==> config.mk <==
export PLATFORM = sky130hd
export DESIGN_NAME = spi_master_ctrl
export DESIGN_NICKNAME = d
export VERILOG_FILES = /design/src/rtl/spi_master_ctrl.sv
export SDC_FILE = /design/constraint.sdc
export NUM_CORES = 1
export LEC_CHECK = 0
export CAP_MARGIN = 40
export CORE_MARGIN = 2
export CORE_UTILIZATION = 45
export DETAILED_ROUTE_END_ITERATION = 8
export PLACE_DENSITY = 0.71
export SKIP_LAST_GASP = 1
export SLEW_MARGIN = 20
export SYNTH_ARGS = -nofsm -noshare
export SYNTH_HDL_FRONTEND = slang
export SYNTH_SLANG_ARGS = --single-unit
export TNS_END_PERCENT = 5
==> constraint.sdc <==
create_clock -name i_clk -period 1.9 [get_ports i_clk]
set_input_delay 0.19 -clock i_clk [delete_from_list [all_inputs] [get_ports i_clk]]
set_output_delay 0.19 -clock i_clk [all_outputs]
set_load 0.02 [all_outputs]
==> src/rtl/spi_master_ctrl.sv <==
// SPI mode-0 master: one address byte out, a programmable gap, then one data byte in.
// Single clock, synchronous active-high reset; i_abort returns to IDLE without o_done.
module spi_master_ctrl #(
   parameter int CLK_DIV = 2,
   parameter int GAP_CYC = 4
) (
   input  logic       i_clk,
   input  logic       i_rst,
   input  logic       i_start,
   input  logic [7:0] i_addr,
   input  logic       i_abort,
   input  logic       i_miso,
   output logic       o_sck,
   output logic       o_cs_n,
   output logic       o_mosi,
   output logic       o_busy,
   output logic       o_done,
   output logic [7:0] o_rdata
);

   typedef enum logic [2:0] {IDLE, SETUP, ADDR, GAP, DATA, HOLD, DONE} state_t;

   localparam logic [7:0] DIV_LAST = 8'(CLK_DIV - 1);
   localparam logic [7:0] GAP_LAST = 8'(GAP_CYC - 1);

   state_t     state_q, state_d;
   logic [7:0] cnt_q, cnt_d;
   logic [3:0] bit_q, bit_d;
   logic       sck_q, sck_d;
   logic [7:0] shift_q, shift_d;
   logic [7:0] rx_q, rx_d;
   logic [7:0] rdata_q, rdata_d;
   logic       tick;

   assign tick = (cnt_q == DIV_LAST);

   always_ff @(posedge i_clk) begin
      if (i_rst) begin
         state_q <= IDLE;
         cnt_q   <= '0;
         bit_q   <= '0;
         sck_q   <= 1'b0;
         shift_q <= '0;
         rx_q    <= '0;
         rdata_q <= '0;
      end else begin
         state_q <= state_d;
         cnt_q   <= cnt_d;
         bit_q   <= bit_d;
         sck_q   <= sck_d;
         shift_q <= shift_d;
         rx_q    <= rx_d;
         rdata_q <= rdata_d;
      end
   end

   always_comb begin
      state_d = state_q;
      cnt_d   = cnt_q + 8'd1;
      bit_d   = bit_q;
      sck_d   = sck_q;
      shift_d = shift_q;
      rx_d    = rx_q;
      rdata_d = rdata_q;
      case (state_q)
         IDLE: begin
            cnt_d = '0;
            sck_d = 1'b0;
            if (i_start) begin
               shift_d = i_addr;
               rx_d    = '0;
               state_d = SETUP;
            end
         end
         SETUP: begin
            if (tick) begin
               cnt_d   = '0;
               bit_d   = '0;
               state_d = ADDR;
            end
         end
         ADDR: begin
            if (tick) begin
               cnt_d = '0;
               sck_d = ~sck_q;
               bit_d = bit_q + 4'd1;
               // Advance to the next address bit only on the falling edge.
               if (sck_q) shift_d = {shift_q[6:0], 1'b0};
               if (bit_q == 4'd15) state_d = GAP;
            end
         end
         GAP: begin
            if (cnt_q == GAP_LAST) begin
               cnt_d   = '0;
               bit_d   = '0;
               state_d = DATA;
            end
         end
         DATA: begin
            if (tick) begin
               cnt_d = '0;
               sck_d = ~sck_q;
               bit_d = bit_q + 4'd1;
               if (!sck_q) rx_d = {rx_q[6:0], i_miso};
               if (bit_q == 4'd15) state_d = HOLD;
            end
         end
         HOLD: begin
            if (tick) begin
               cnt_d   = '0;
               rdata_d = rx_q;
               state_d = DONE;
            end
         end
         DONE: begin
            cnt_d   = '0;
            state_d = IDLE;
         end
         default: begin
            cnt_d   = '0;
            state_d = IDLE;
         end
      endcase
      // Abort wins over all sequencing and discards any pending read result.
      if (i_abort && (state_q != IDLE)) begin
         state_d = IDLE;
         cnt_d   = '0;
         bit_d   = '0;
         sck_d   = 1'b0;
         rdata_d = rdata_q;
      end
   end

   assign o_sck   = sck_q;
   assign o_cs_n  = (state_q == IDLE) || (state_q == DONE);
   assign o_mosi  = ((state_q == SETUP) || (state_q == ADDR)) && shift_q[7];
   assign o_busy  = (state_q != IDLE);
   assign o_done  = (state_q == DONE);
   assign o_rdata = rdata_q;

endmodule
Yosys cells after proc, flatten, opt, wreduce, memory -nomap -nowiden:

Cells that the tools add are included.
Widths: inputs -> output; s select.

* output and inout bits: 13
* register bits: 40
* logic and storage cells: 76
* bits of input ports: 13

* add/sub/neg operators: 2
* reductions and logical operators: 19
* bitwise operators: 2
* equality and inequality tests: 20
* muxes and demuxes: 26

Operators by type and width (count)
* $mux 8: 8
* $pmux 8 s2: 3
* $mux 3: 8
* $ne 2x2->1 const B: 10
* $pmux 3 s6: 1
* $mux 4: 3
* $pmux 4 s3: 1
* $reduce_and 4->1: 3
* $eq 3x3->1 const B: 3
* $add 8x1->8 const B: 1
* $eq 8x1->1 const B: 1
* $eq 8x2->1 const B: 1
* $reduce_and 8->1: 1
* $eq 3x2->1 const B: 2
* $reduce_bool 2->1: 3
* $reduce_bool 3->1: 2
* $add 4x1->4 const B: 1
* $eq 4x4->1 const B: 1
* $reduce_or 2->1: 2
* $reduce_or 4->1: 1
* $eq 3x1->1 const B: 1
* $logic_not 3->1: 1
* $reduce_and 3->1: 1
* $logic_and 1x1->1: 2
* 6 further kinds: 8

Depth between registers and ports, before layout:

* depth after elaboration: 4
* depth in mapped cells: 7
* gate-level depth less buffers: 6

Worst setup path before layout:

OpenSTA, ideal clock, no wires.

* path kind: reg2reg
* start: reg cnt_q[5]
* end: reg state_q[1]
* required time: 1784 ps
* stages on the path, launching flop included: 5
* path buffers: 0
* path slack: -34 ps
* library setup time: 116 ps
* period minus slack after synthesis: 1934 ps
* arrival time: 1818 ps
* cells stage by stage: dfxtp_1 or4_4 o311a_1 or4_1 o211a_1

* longest elaborated chain between the ends: 3
* elaborated cells between the ends (all ways): 8
* classes of those cells: eq/ne: 7; reduce/logical: 1

RTL lines
* start: declaration: RTL line 27 `logic [7:0] cnt_q, cnt_d;`
* start signal: assignment: RTL line 48 `cnt_q <= cnt_d;`
* $eq 8x2->1 / $eq 8x1->1 (equally long branches): RTL line 93, 35
* $ne 2x2->1 (no source line)
* $reduce_and 8->1 (no source line) (*)
* end signal: assignment: RTL line 47 `state_q <= state_d;`
* end: declaration: RTL line 26 `state_t state_q, state_d;`

Every way passes the cells marked *; elsewhere a longest branch is shown, timed or not.
A chain may end at the register's enable or synchronous reset.

Worst setup path after layout:

* start: reg state_q[1]
* end: out o_mosi

* longest elaborated chain between the ends: 3
* elaborated cells between the ends (all ways): 4
* classes of those cells: eq/ne: 2; reduce/logical: 2

RTL lines
* $eq 3x1->1 / $eq 3x2->1 (equally long branches): RTL line 136 `assign o_mosi = ((state_q == SETUP) || (state_q == ADDR)) && shift_q[7];`
* $logic_or 1x1->1 (*): RTL line 136
* $logic_and 1x1->1 (*): RTL line 136
* end: declaration: RTL line 15 `output logic o_mosi,`

Marked as above.

==> impl_metrics.toml <==
[run]
maxCapViolCount = 0

[finish]
final_cells = 312
syn_to_final_growth_pct = 30.8
diodes = 0
ff_latch_area_sq_um = 803
fillers = 385
drive_above_1_share_pct = 16.2
nets = 275
multi_input_area_sq_um = 1110
fin_area_sq_um = 2580

[sta]
fmax_mhz = 520
rsz0062_at_grt = "yes"
min_period_ps = 1920
setup_ws_ps = -21.7
slew_violations = 0
tightest_slew_ps = 485
hold_violations = 0
setup_violations = 2
fin_hold_ws_ps = 461
period_share_pct = 101
slew_headroom_pct = 67.5
fin_skew_ps = 9.65

[power_and_ir_drop]
worst_ir_drop_vdd_v = 0.000453
p_switching_uw = 920
p_int_mw = 1.80
clkPwrFrac_pct = 26.1
leakage_nw = 0.997
power_frac_seq_pct = 36.8
switching_share_pct = 33.8
power_frac_comb_pct = 37.1
powerDensity_nw_per_um2 = 1050

[synthesis]
synth_nets = 233
synth_ff_type = "dfxtp_1"
netlist_area_sq_um = 1970
seq_area_frac_synth_pct = 40.6
yosysWarnings = 0
synthArstFlopShare_pct = 0
synth-edff-count = 0
synth.avg_cell_area_sq_um = 9.09
ys_types = 46
ys_seq_elements = 40
syn_inst = 217

[setup_path]
reg2reg_setup_slack_ps = -10
cp-end-kind = "output port"
r2r-end = "state_q[1]$_SDFFE_PP0P_"
cp_data_required_time_ps = 1710
crit_fanout = 19
crit_type = "reg2out"
critical-path-top-delay-family = "buffers and inverters"
reg2reg_depth = 4
cp_slowest_cell = "clkdlybuf4s50_1"
critical_path_buf_inv_count = 1
crit_arrival_ps = 1730
cp.depth = 3
cp-endpoint = "o_mosi"
path_cells = "xnor2_1, nor3b_1, clkdlybuf4s50_1"
cp-startpoint = "state_q[1]$_SDFFE_PP0P_"
start_kind = "flip-flop"
critPathMaxStageDelay_ps = 630
r2r-start = "cnt_q[5]$_SDFF_PP0_"

[routing]
drc = 0
vias = 1667
drt_pass1_iterations = 4
wirelength_mm = 3.99
ant_nets = 0
vias_per_cell = 5.34
wl_per_cell_microns = 12.8
dr.first_iter.drc_count = 80

[place]
gp_congestion = 0.816
placed_cell_area_sq_um = 2450
dpl.cell_count = 304
portBuffers = 25
hpwl_mm = 2.86

[grt]
grt_max_degree = 26
antenna_found_initial = 0
grt-ovfl-total = 0
grt_pass1_wl_mm = 7.00
grt.total_usage_pct = 17.6
grt_pass1_vias = 1561

[floorplanning]
core_area_sq_um = 4290
ios = 26
die_h_microns = 70.2
initial_core_util_pct = 45.9
die-area_sq_um = 4930
die_x_microns = 70.2
rows = 24

[status]
outcome = "finished, violations left"
violations = "setup timing"

[clock_network]
holdBufCountCts = 0
insertion_delay_ps = 300
htree_levels = 2
clk_path_buf_depth = 2
clk_pin_slew_ps = 90
cts_buffers = 5
cts_tree = "built"
cts_sinks = 40
cts_root_buf = "clkbuf_8"

[worst_hold_path]
hp-class = "in2reg"
holdPathStages = 3
## kinds of logic after synthesis
family	after synthesis	synth area share (%)
AOI/OAI and AO/OA	36	13.3
xor gates and xnor gates	7	3.11
adders and majority gates	3	1.90
buffers and inverters	18	3.74
DFF	40	40.6
muxes	24	12.2
and+or+nand+nor	89	25.1
## synthesized netlist by cell type, drive strengths merged, types with 3 or more instances
cell,count,area [sq um]
a211oi,9,67.6
a21oi,8,43.8
a31oi,3,18.8
and3,4,25.0
buf,6,28.8
clkbuf,8,30.0
dfxtp,40,801
ha,3,37.5
inv,4,15.0
mux2i,24,240
nand2,13,48.8
nand2b,13,81.3
nand3,7,35.0
nand3b,4,30.0
nor2,21,78.8
nor3,11,55.1
xor2,5,43.8
## repair_timing
item | CTS | global route
setup endpoints to repair | 12 | 21
buffers inserted | 0 | 0
gates resized for setup | 3 | 3
## cell usage in the layout (no fill, tap or decap), drive strengths merged, types with 3 or more instances in the layout
cell,count
nand3,7
nand2b,13
nor2,21
inv,5
clkbuf,5
a31oi,3
clkdlybuf4s50,24
a211oi,9
mux2i,24
nand3b,4
nand2,13
dfxtp,40
nor3,11
buf,24
xor2,5
a21oi,8
ha,3
and3,4
## power by group through the flow
stage	sequential, mW	clock [mW]	combinational [mW]
after global placement	1.01	0	0.981
after global routing	1.01	0.766	1.11
after CTS	0.996	0.733	0.998
final	1.00	0.711	1.01
after floorplan	0.948	0	0.701
after detailed placement	1.01	0	0.990
## sequential cells by signal, summed over array words and instances, names as in the netlist
signal,cells
shift_q,8
o_sck,1
o_rdata,8
rx_q,8
cnt_q,8
state_q,3
bit_q,4
## worst min-delay path by stage
stage,startpoint,end,slack [ps]
final,i_miso,rx_q[0]$_SDFFE_PP0P_,460
after CTS,i_miso,rx_q[0]$_SDFFE_PP0P_,450
after detailed placement,rx_q[5]$_SDFFE_PP0P_,rx_q[6]$_SDFFE_PP0P_,480
after floorplan,i_miso,rx_q[0]$_SDFFE_PP0P_,330
after global placement,rx_q[7]$_SDFFE_PP0P_,rx_q[7]$_SDFFE_PP0P_,470
after global routing,i_miso,rx_q[0]$_SDFFE_PP0P_,510
## metal layers
layer  wire (microns)  vias to the layer above  track usage (%)  share of wire, %
met5                0                        -                0                 0
met4              103                        0             7.26               2.6
met3              120                        8             4.91               3.0
met2             1760                       25             26.9                44
met1             2010                      763             23.4                50
li1                 -                      871                -                 -
## layout make-up
class / instances / share of cell area, %
clock buffers: 5 / 2.67
repair buffers: 49 / 18.1
flip-flops and latches: 40 / 31.1
clock inverters: 3 / 1.80
inverters: 4 / 0.582
well taps: 52 / 2.52
multi-input cells: 159 / 43.2
## metrics by stage
stage	worst slack [ps]	power [mW]	utilization [%]	setup TNS [ps]
finish	-21.7	2.72	60.1	-35.5
global route	-115	2.89	60.1	-447
CTS	-56.9	2.73	59.8	-95.3
detailed placement	-28.5	2.00	57.0	-130
global placement	14.3	1.99	57.0	0
floorplan	7.72	1.65	-	0
## worst reg2reg max path: cells and delay by family, from the launching register on
family | cells | cell delay [ps]
flops | 1 | 330
simple gates | 2 | 1010
compound gates | 2 | 470
No activity file was read; power rests on OpenSTA's default activity.
